`config.mk`:
```
export PLATFORM = sky130hd
export DESIGN_NAME = interval_timer
export DESIGN_NICKNAME = d
export VERILOG_FILES = /design/src/rtl/interval_timer_pkg.sv /design/src/rtl/tick_prescaler.sv /design/src/rtl/interval_timer.sv
export SDC_FILE = /design/constraint.sdc
export NUM_CORES = 1
export LEC_CHECK = 0
export CAP_MARGIN = 20
export CORE_ASPECT_RATIO = 0.5
export CORE_MARGIN = 4
export CORE_UTILIZATION = 55
export CTS_BUF_LIST = sky130_fd_sc_hd__clkbuf_16
export CTS_CLUSTER_DIAMETER = 150
export CTS_CLUSTER_SIZE = 20
export DETAILED_ROUTE_END_ITERATION = 16
export GPL_TIMING_DRIVEN = 0
export HOLD_SLACK_MARGIN = 0.03
export PLACE_DENSITY_LB_ADDON = 0.08
export SYNTH_ARGS = -nofsm -noshare
export SYNTH_HDL_FRONTEND = slang
export SYNTH_HIERARCHICAL = 1
export SYNTH_SLANG_ARGS = --single-unit
```
`constraint.sdc`:
```
create_clock -name clock -period 4.1 [get_ports clock]
set_clock_uncertainty 0.1 [all_clocks]
set_input_delay 1.23 -clock clock [delete_from_list [all_inputs] [get_ports clock]]
set_output_delay 1.23 -clock clock [all_outputs]
set_load 0.01 [all_outputs]
```
`src/rtl/interval_timer_pkg.sv`:
```
// Shared types and elaboration helpers for the interval timer.
package interval_timer_pkg;

  typedef enum logic [1:0] {IDLE, RUN, PAUSED, EXPIRED} timer_state_e;

  function automatic int calc_div(input int clk_hz, input int tick_hz);
    return clk_hz / tick_hz;
  endfunction

  // Width of a counter that spans 0..div-1.
  function automatic int presc_w(input int div);
    return (div < 2) ? 1 : $clog2(div);
  endfunction

endpackage

```
`src/rtl/tick_prescaler.sv`:
```
// Free-running divide-by-DIV counter; flags the cycle in which it wraps.
module tick_prescaler
  import interval_timer_pkg::*;
#(
  parameter int DIV = 10
) (
  input  logic clock,
  input  logic reset,
  input  logic clear,
  input  logic hold,
  output logic tick_pulse
);

  localparam int PW = presc_w(DIV);
  localparam logic [PW-1:0] LAST = PW'(DIV - 1);

  if (DIV < 2) begin : g_div_chk
    $error("tick_prescaler: DIV must be >= 2");
  end

  logic [PW-1:0] count;

  // The owner registers this, so the visible tick lands one cycle after the wrap.
  assign tick_pulse = !clear && !hold && (count == LAST);

  always_ff @(posedge clock or negedge reset) begin
    if (!reset)      count <= '0;
    else if (clear)  count <= '0;
    else if (!hold)  count <= (count == LAST) ? '0 : count + PW'(1);
  end

endmodule

```
`src/rtl/interval_timer.sv`:
```
// Down-counting interval timer with prescaler, one-shot/periodic modes and pause.
// Define TIMER_WARN_EN to add the registered low-count warn output.
module interval_timer
  import interval_timer_pkg::*;
#(
  parameter int CLK_HZ     = 50_000_000,
  parameter int TICK_HZ    = 1,
  parameter int CNT_W      = 9,
  parameter int WARN_LEVEL = 5
) (
  input  logic             clock,
  input  logic             reset,
  input  logic             enable,
  input  logic             start,
  input  logic             pause,
  input  logic             periodic,
  input  logic [CNT_W-1:0] load_value,
  output logic             tick,
  output logic             done,
  output logic             expired,
  output logic             running,
  output logic [CNT_W-1:0] remaining
`ifdef TIMER_WARN_EN
  ,
  output logic             warn
`endif
);

  localparam int DIV = calc_div(CLK_HZ, TICK_HZ);

  if (DIV < 2) begin : g_div_chk
    $error("interval_timer: CLK_HZ/TICK_HZ must be >= 2");
  end
  if (WARN_LEVEL < 0) begin : g_warn_chk
    $error("interval_timer: WARN_LEVEL must be non-negative");
  end

  timer_state_e     state, state_n;
  logic [CNT_W-1:0] reload, reload_n, remaining_n;
  logic             periodic_mode, periodic_n;
  logic             expired_n, done_n, tick_n, running_n;
  logic             presc_clear, presc_hold, wrap;

  // Prescaler also advances on the resume edge so paused time adds exactly once.
  assign presc_clear = !enable || start;
  assign presc_hold  = !((state == RUN || state == PAUSED) && !pause);

  tick_prescaler #(.DIV(DIV)) u_presc (
    .clock      (clock),
    .reset      (reset),
    .clear      (presc_clear),
    .hold       (presc_hold),
    .tick_pulse (wrap)
  );

  always_comb begin
    state_n     = state;
    reload_n    = reload;
    remaining_n = remaining;
    periodic_n  = periodic_mode;
    expired_n   = expired;
    done_n      = 1'b0;
    tick_n      = 1'b0;
    if (!enable) begin
      state_n     = IDLE;
      reload_n    = '0;
      remaining_n = '0;
      periodic_n  = 1'b0;
      expired_n   = 1'b0;
    end else if (start) begin
      reload_n    = load_value;
      remaining_n = load_value;
      periodic_n  = periodic;
      expired_n   = 1'b0;
      state_n     = RUN;
      if (load_value == '0) begin
        done_n    = 1'b1;
        expired_n = 1'b1;
        state_n   = EXPIRED;
      end
    end else begin
      case (state)
        RUN:     if (pause)  state_n = PAUSED;
        PAUSED:  if (!pause) state_n = RUN;
        default: ;
      endcase
      if (wrap) begin
        tick_n = 1'b1;
        if (remaining == CNT_W'(1)) begin
          done_n = 1'b1;
          if (periodic_mode) begin
            remaining_n = reload;
          end else begin
            remaining_n = '0;
            expired_n   = 1'b1;
            state_n     = EXPIRED;
          end
        end else begin
          remaining_n = remaining - CNT_W'(1);
        end
      end
    end
  end

  assign running_n = (state_n == RUN) || (state_n == PAUSED);

  always_ff @(posedge clock or negedge reset) begin
    if (!reset) begin
      state         <= IDLE;
      reload        <= '0;
      periodic_mode <= 1'b0;
      remaining     <= '0;
      expired       <= 1'b0;
      done          <= 1'b0;
      tick          <= 1'b0;
      running       <= 1'b0;
    end else begin
      state         <= state_n;
      reload        <= reload_n;
      periodic_mode <= periodic_n;
      remaining     <= remaining_n;
      expired       <= expired_n;
      done          <= done_n;
      tick          <= tick_n;
      running       <= running_n;
    end
  end

`ifdef TIMER_WARN_EN
  always_ff @(posedge clock or negedge reset) begin
    if (!reset) warn <= 1'b0;
    else        warn <= running_n && (int'(remaining_n) <= WARN_LEVEL) && (remaining_n != '0);
  end
`endif

endmodule

```
== Word level (Yosys, flattened, before mapping) ==
Index checks and enable logic that the tools add are counted.

* Reductions and logical operators: 12
* Add/subtract/negate cells: 2
* Multiplexer cells: 34
* Equal/unequal tests: 10

{| class="wikitable"
|+ Operator list
! operator !! count
|-
| $mux 26 || 3
|-
| $mux 9 || 7
|-
| $add 26x1->26 const B || 1
|-
| $eq 26x26->1 const B || 1
|-
| $mux 2 || 8
|-
| $mux 1 || 15
|-
| $eq 9x1->1 const B || 1
|-
| $logic_not 9->1 || 1
|-
| $sub 9x1->9 const B || 1
|-
| $ne 3x1->1 const B || 2
|-
| $eq 2x1->1 const B || 2
|-
| $eq 2x2->1 const B || 2
|-
| $pmux 2 s2 || 1
|-
| $logic_and 1x1->1 || 3
|-
| $logic_not 1->1 || 3
|-
| $logic_or 1x1->1 || 3
|-
| $ne 3x3->1 const B || 1
|-
| $reduce_and 3->1 || 1
|-
| $ne 2x1->1 const B || 1
|-
| $reduce_bool 2->1 || 1
|}

* Input bits: 15
* Output and inout port bits: 13
* Flip-flop bits (word level): 51

== Depth between registers and ports, before layout ==
* Depth in word-level cells: 10
* Mapped depth: 12

== Modules after synthesis ==
Netlist, hierarchy kept.

{| class="wikitable"
|+ By module, submodules not included
! module !! times used !! area an instance (um2) !! cells an instance
|-
| tick_prescaler || 1 || 1,602.8 || 186
|-
| interval_timer || 1 || 1,478.9 || 162
|}

== Worst setup path before layout ==
OpenSTA, ideal clock, no wires.

* Kind: input -> register
* From: in start
* To: reg running
* Path slack: 0.440 ns
* Buffers on the path: 3
* Cell stages on the path: 11
* Data arrival time: 3.456 ns
* Required time: 3.896 ns
* Cell sequence: inv_2 -> nand2_1 -> clkbuf_1 -> clkbuf_1 -> nor3_1 -> buf_2 -> nor4b_2 -> nand2_1 -> o31a_1 -> or3_1 -> o311ai_1

* Longest elaborated chain between the ends: 9
* Elaborated cells on any way between the ends: 10

{| class="wikitable"
|+ Ends and longest elaborated chain
! element !! RTL line !! RTL
|-
| from (decl) || interval_timer.sv:14 || <nowiki>input logic start,</nowiki>
|-
| $logic_or 1x1->1 * || interval_timer.sv:45 || <nowiki>assign presc_clear = !enable || start;</nowiki>
|-
| net presc_clear || interval_timer.sv:42 || <nowiki>logic presc_clear, presc_hold, wrap;</nowiki>
|-
| $logic_not 1->1 * || tick_prescaler.sv:24 || <nowiki>assign tick_pulse = !clear && !hold && (count == LAST);</nowiki>
|-
| $logic_and 1x1->1 * (2 in series) || tick_prescaler.sv:24 ||
|-
| net wrap || interval_timer.sv:42 ||
|-
| $mux 2 * || interval_timer.sv:87 || <nowiki>if (wrap) begin</nowiki>
|-
| $mux 2 * || interval_timer.sv:70 || <nowiki>end else if (start) begin</nowiki>
|-
| $mux 2 * || interval_timer.sv:64 || <nowiki>if (!enable) begin</nowiki>
|-
| $eq 2x1->1 or $eq 2x2->1 (tied branches) || interval_timer.sv:105 || <nowiki>assign running_n = (state_n == RUN) || (state_n == PAUSED);</nowiki>
|-
| $logic_or 1x1->1 * || interval_timer.sv:105 ||
|-
| net running_n || interval_timer.sv:41 || <nowiki>logic expired_n, done_n, tick_n, running_n;</nowiki>
|-
| to (signal assigned) || interval_timer.sv:125 || <nowiki>running <= running_n;</nowiki>
|-
| to (decl) || interval_timer.sv:21 || <nowiki>output logic running,</nowiki>
|}

Mark *: on every way through the listed nets, which the timed path passes. The rest lies on a longest branch.
A chain may end at the register's enable or synchronous reset.

== Worst setup path after layout ==
Ends and elaborated chain as after synthesis.

==> run_results.csv <==
group,metric,value,unit
outcome,outcome,"complete, no violations",
final_layout,fin_util,70.3,%
route,dr.pass1.iters,7,
synth,yosys_warnings,6,
min_path,holdPathEnd,"expired",
clocking,clk_pin_slew,0.07,ns
timing,hold_viol,0,
final_layout,multi_input_area,1690,um^2
setup_path,rr_endpoint,"running",
setup_path,crit_path_end_kind,"flop",
route,wl,7.90,mm
grt,grt_max_degree,40,
final_layout,drive_gt1_share,7.83,%
synth,synth_edf_count,0,
synth,ys_top_cells_by_area,"dfrtp_1 (41%), a21oi_1 (5.7%), nand2_1 (3.9%), o21ai_0 (2.9%), or4_1 (2.9%)",
grt,grt_overflow,0,
clocking,clockRootBuffer,"clkbuf_16",
route,drc,0,
synth,netlist_area,3080,um^2
synth,synth_area_per_cell,8.86,um^2
min_path,hp-start,"expired",
power,p_leak,1.37,nW
synth,yosysTopAreaCellShare,41.4,%
final_layout,regArea,1280,um^2
route,ant_nets,0,
run,drv_cap,0,
route,vias,2911,
final_layout,fill_cells,422,
synth,synth_most_common_cell,"dfrtp_1",
final_layout,syn_to_final_growth,17.6,%
final_layout,fin_nets,402,
route,wire_per_inst,17.4,um
setup_path,start_kind,"input pin",
synth,synth_seq_cells,51,
min_path,min_path_type,"reg -> reg",
synth,synth_cell_types,55,
route,drt_iter0_drc,317,
clocking,cts_buffer_depth,2,
setup_path,r2r-start,"u_presc/count[7]",
synth,yosys-top-cells-count,"dfrtp_1 (51), a21oi_1 (35), nand2_1 (32)",
min_path,min_path_cells,1,
floorplanning,fp-row-count,18,
floorplanning,initial_core_util,59.8,%
floorplanning,die_y,60.9,um
clocking,numClockSinks,51,
timing,fmax,0.253,GHz
clocking,numCtsBuffers,5,
synth,yosys.area.top_type,"dfrtp_1",
setup_path,cp.required,4.18,ns
synth,ys_async_sr_fraction,100,%
timing,period_share,96.5,%
placed_design,io_buffer_count,27,
clocking,cts_tree,"built",
floorplanning,die_area,6940,um^2
power,power.density,299,nW/um^2
timing,slew_headroom,26.3,%
placed_design,placed_cells,446,
setup_path,cp.arrival,4.03,ns
timing,tightest_slew,1.09,ns
setup_path,r2r_slack,0.38,ns
synth,seq_area_frac_synth,41.4,%
placed_design,gp_congestion,0.937,
grt,track_usage,23.9,%
timing,min_period,3.96,ns
setup_path,r2r_cells,10,
floorplanning,io_pins,28,
timing,setup_viol,0,
final_layout,stdcell_count,453,
timing,fin_tns_setup,0,ns
clocking,htree_levels,2,
route,viasPerCell,6.43,
grt,antenna_found_initial,0,
placed_design,dp_hpwl,5.55,mm
timing,grt_setup_unrepaired,"no",
synth,syn-num-nets,368,
final_layout,insertedDiodeCount,0,
grt,grt_pass1_vias,2857,
synth,syn_inst,348,
floorplanning,coreArea,5160,um^2
clocking,clk_latency,0.29,ns
power,ir_drop,0.000185,V
floorplanning,dieWidth,114,um
setup_path,path_class,"in -> reg",
setup_path,critPathMaxFanout,19,
synth,ys.flop_type,"dfrtp_1",
timing,drv_slew,0,
grt,grt_pass1_wl,13.3,mm
[critical path, cell delays in order]
cell,delay (ns)
clkdlybuf4s50_1,0.47
inv_4,0.15
nand2_4,0.15
clkbuf_4,0.27
nor3_1,0.27
buf_2,0.24
nor4b_4,0.28
nand2_1,0.16
o31a_1,0.35
or3_1,0.36
o311ai_1,0.09
[layout make-up]
type                       instances  share of cell area, %
buffer                            12                   2.00
clock buffer                       5                   3.45
clock inverter                     3                  0.345
inverter                          16                   1.73
multi-input combinational        266                   46.6
sequential                        51                   35.2
tap                               70                   2.42
timing repair buffer              30                   8.28
[what timing repair did]
| item | in CTS | in global routing |
|---|---|---|
| resized for setup | 4 | 3 |
| endpoints found under the setup margin | 7 | 2 |
| buffers inserted | 0 | 2 |
| hold buffers | 0 | 0 |
| pin swaps | 0 | 0 |
[per-stage QoR]
step,hold slack [ns],worst slack [ns],power (mW),instance area [um^2]
2_1_floorplan,0.400,0.440,0.620,3080
3_3_place_gp,0.393,-0.777,0.684,3440
3_5_place_dp,0.405,-0.873,0.690,3450
4_1_cts,0.423,0.0189,1.09,3600
5_1_grt,0.445,0.0262,1.13,3620
6_report,0.417,0.144,1.08,3620
[power breakdown]
group,switching [mW],internal (mW)
sequential,0.0168,0.517
clock,0.181,0.221
combinational,0.0848,0.0640
total,0.282,0.802
[layer usage]
metal	routed length, um	up-vias	GRT usage, %
li1	-	1355	-
met1	3660	1395	31.6
met2	3610	145	40.9
met3	549	16	4.38
met4	87	0	7.95
met5	0	-	0
[placed cells by master, fill, tap and decap left out, types with 7 or more instances in the layout]
cell             instances
or4_1                   12
nor2b_1                 10
nand2_1                 31
a21oi_1                 35
o21ai_0                 18
nand3_1                 17
nor3_1                   7
clkdlybuf4s50_1         26
nor2_1                  20
nand4_1                 14
a31oi_1                  7
dfrtp_1                 51
inv_1                   16
[flip-flops by register name, indices dropped and copies added (netlist names)]
name	flops
u_presc/count	26
reload	9
remaining	9
state	2
done	1
expired	1
periodic_mode	1
running	1
tick	1
[how the worst max path moves through the flow]
| stage | from | end | cells after the start |
|---|---|---|---|
| final | start | running | 11 |
| after global routing | start | running | 11 |
| after CTS | start | running | 11 |
| after detailed placement | start | running | 12 |
| after global placement | start | running | 12 |
| after floorplan | start | running | 11 |
[logic make-up (layout without fill, tap and decap cells)]
logic type | Yosys count | in the layout | synth area share, %
and+or+nand+nor | 149 | 149 | 28.0
AOI/OAI and AO/OA | 96 | 96 | 19.2
DFF | 51 | 51 | 41.4
buffers and inverters | 31 | 66 | 4.55
xor gates and xnor gates | 9 | 9 | 2.56
muxes | 7 | 7 | 2.31
adders and majority gates | 5 | 5 | 2.03
No activity file was read; power rests on OpenSTA's default activity.
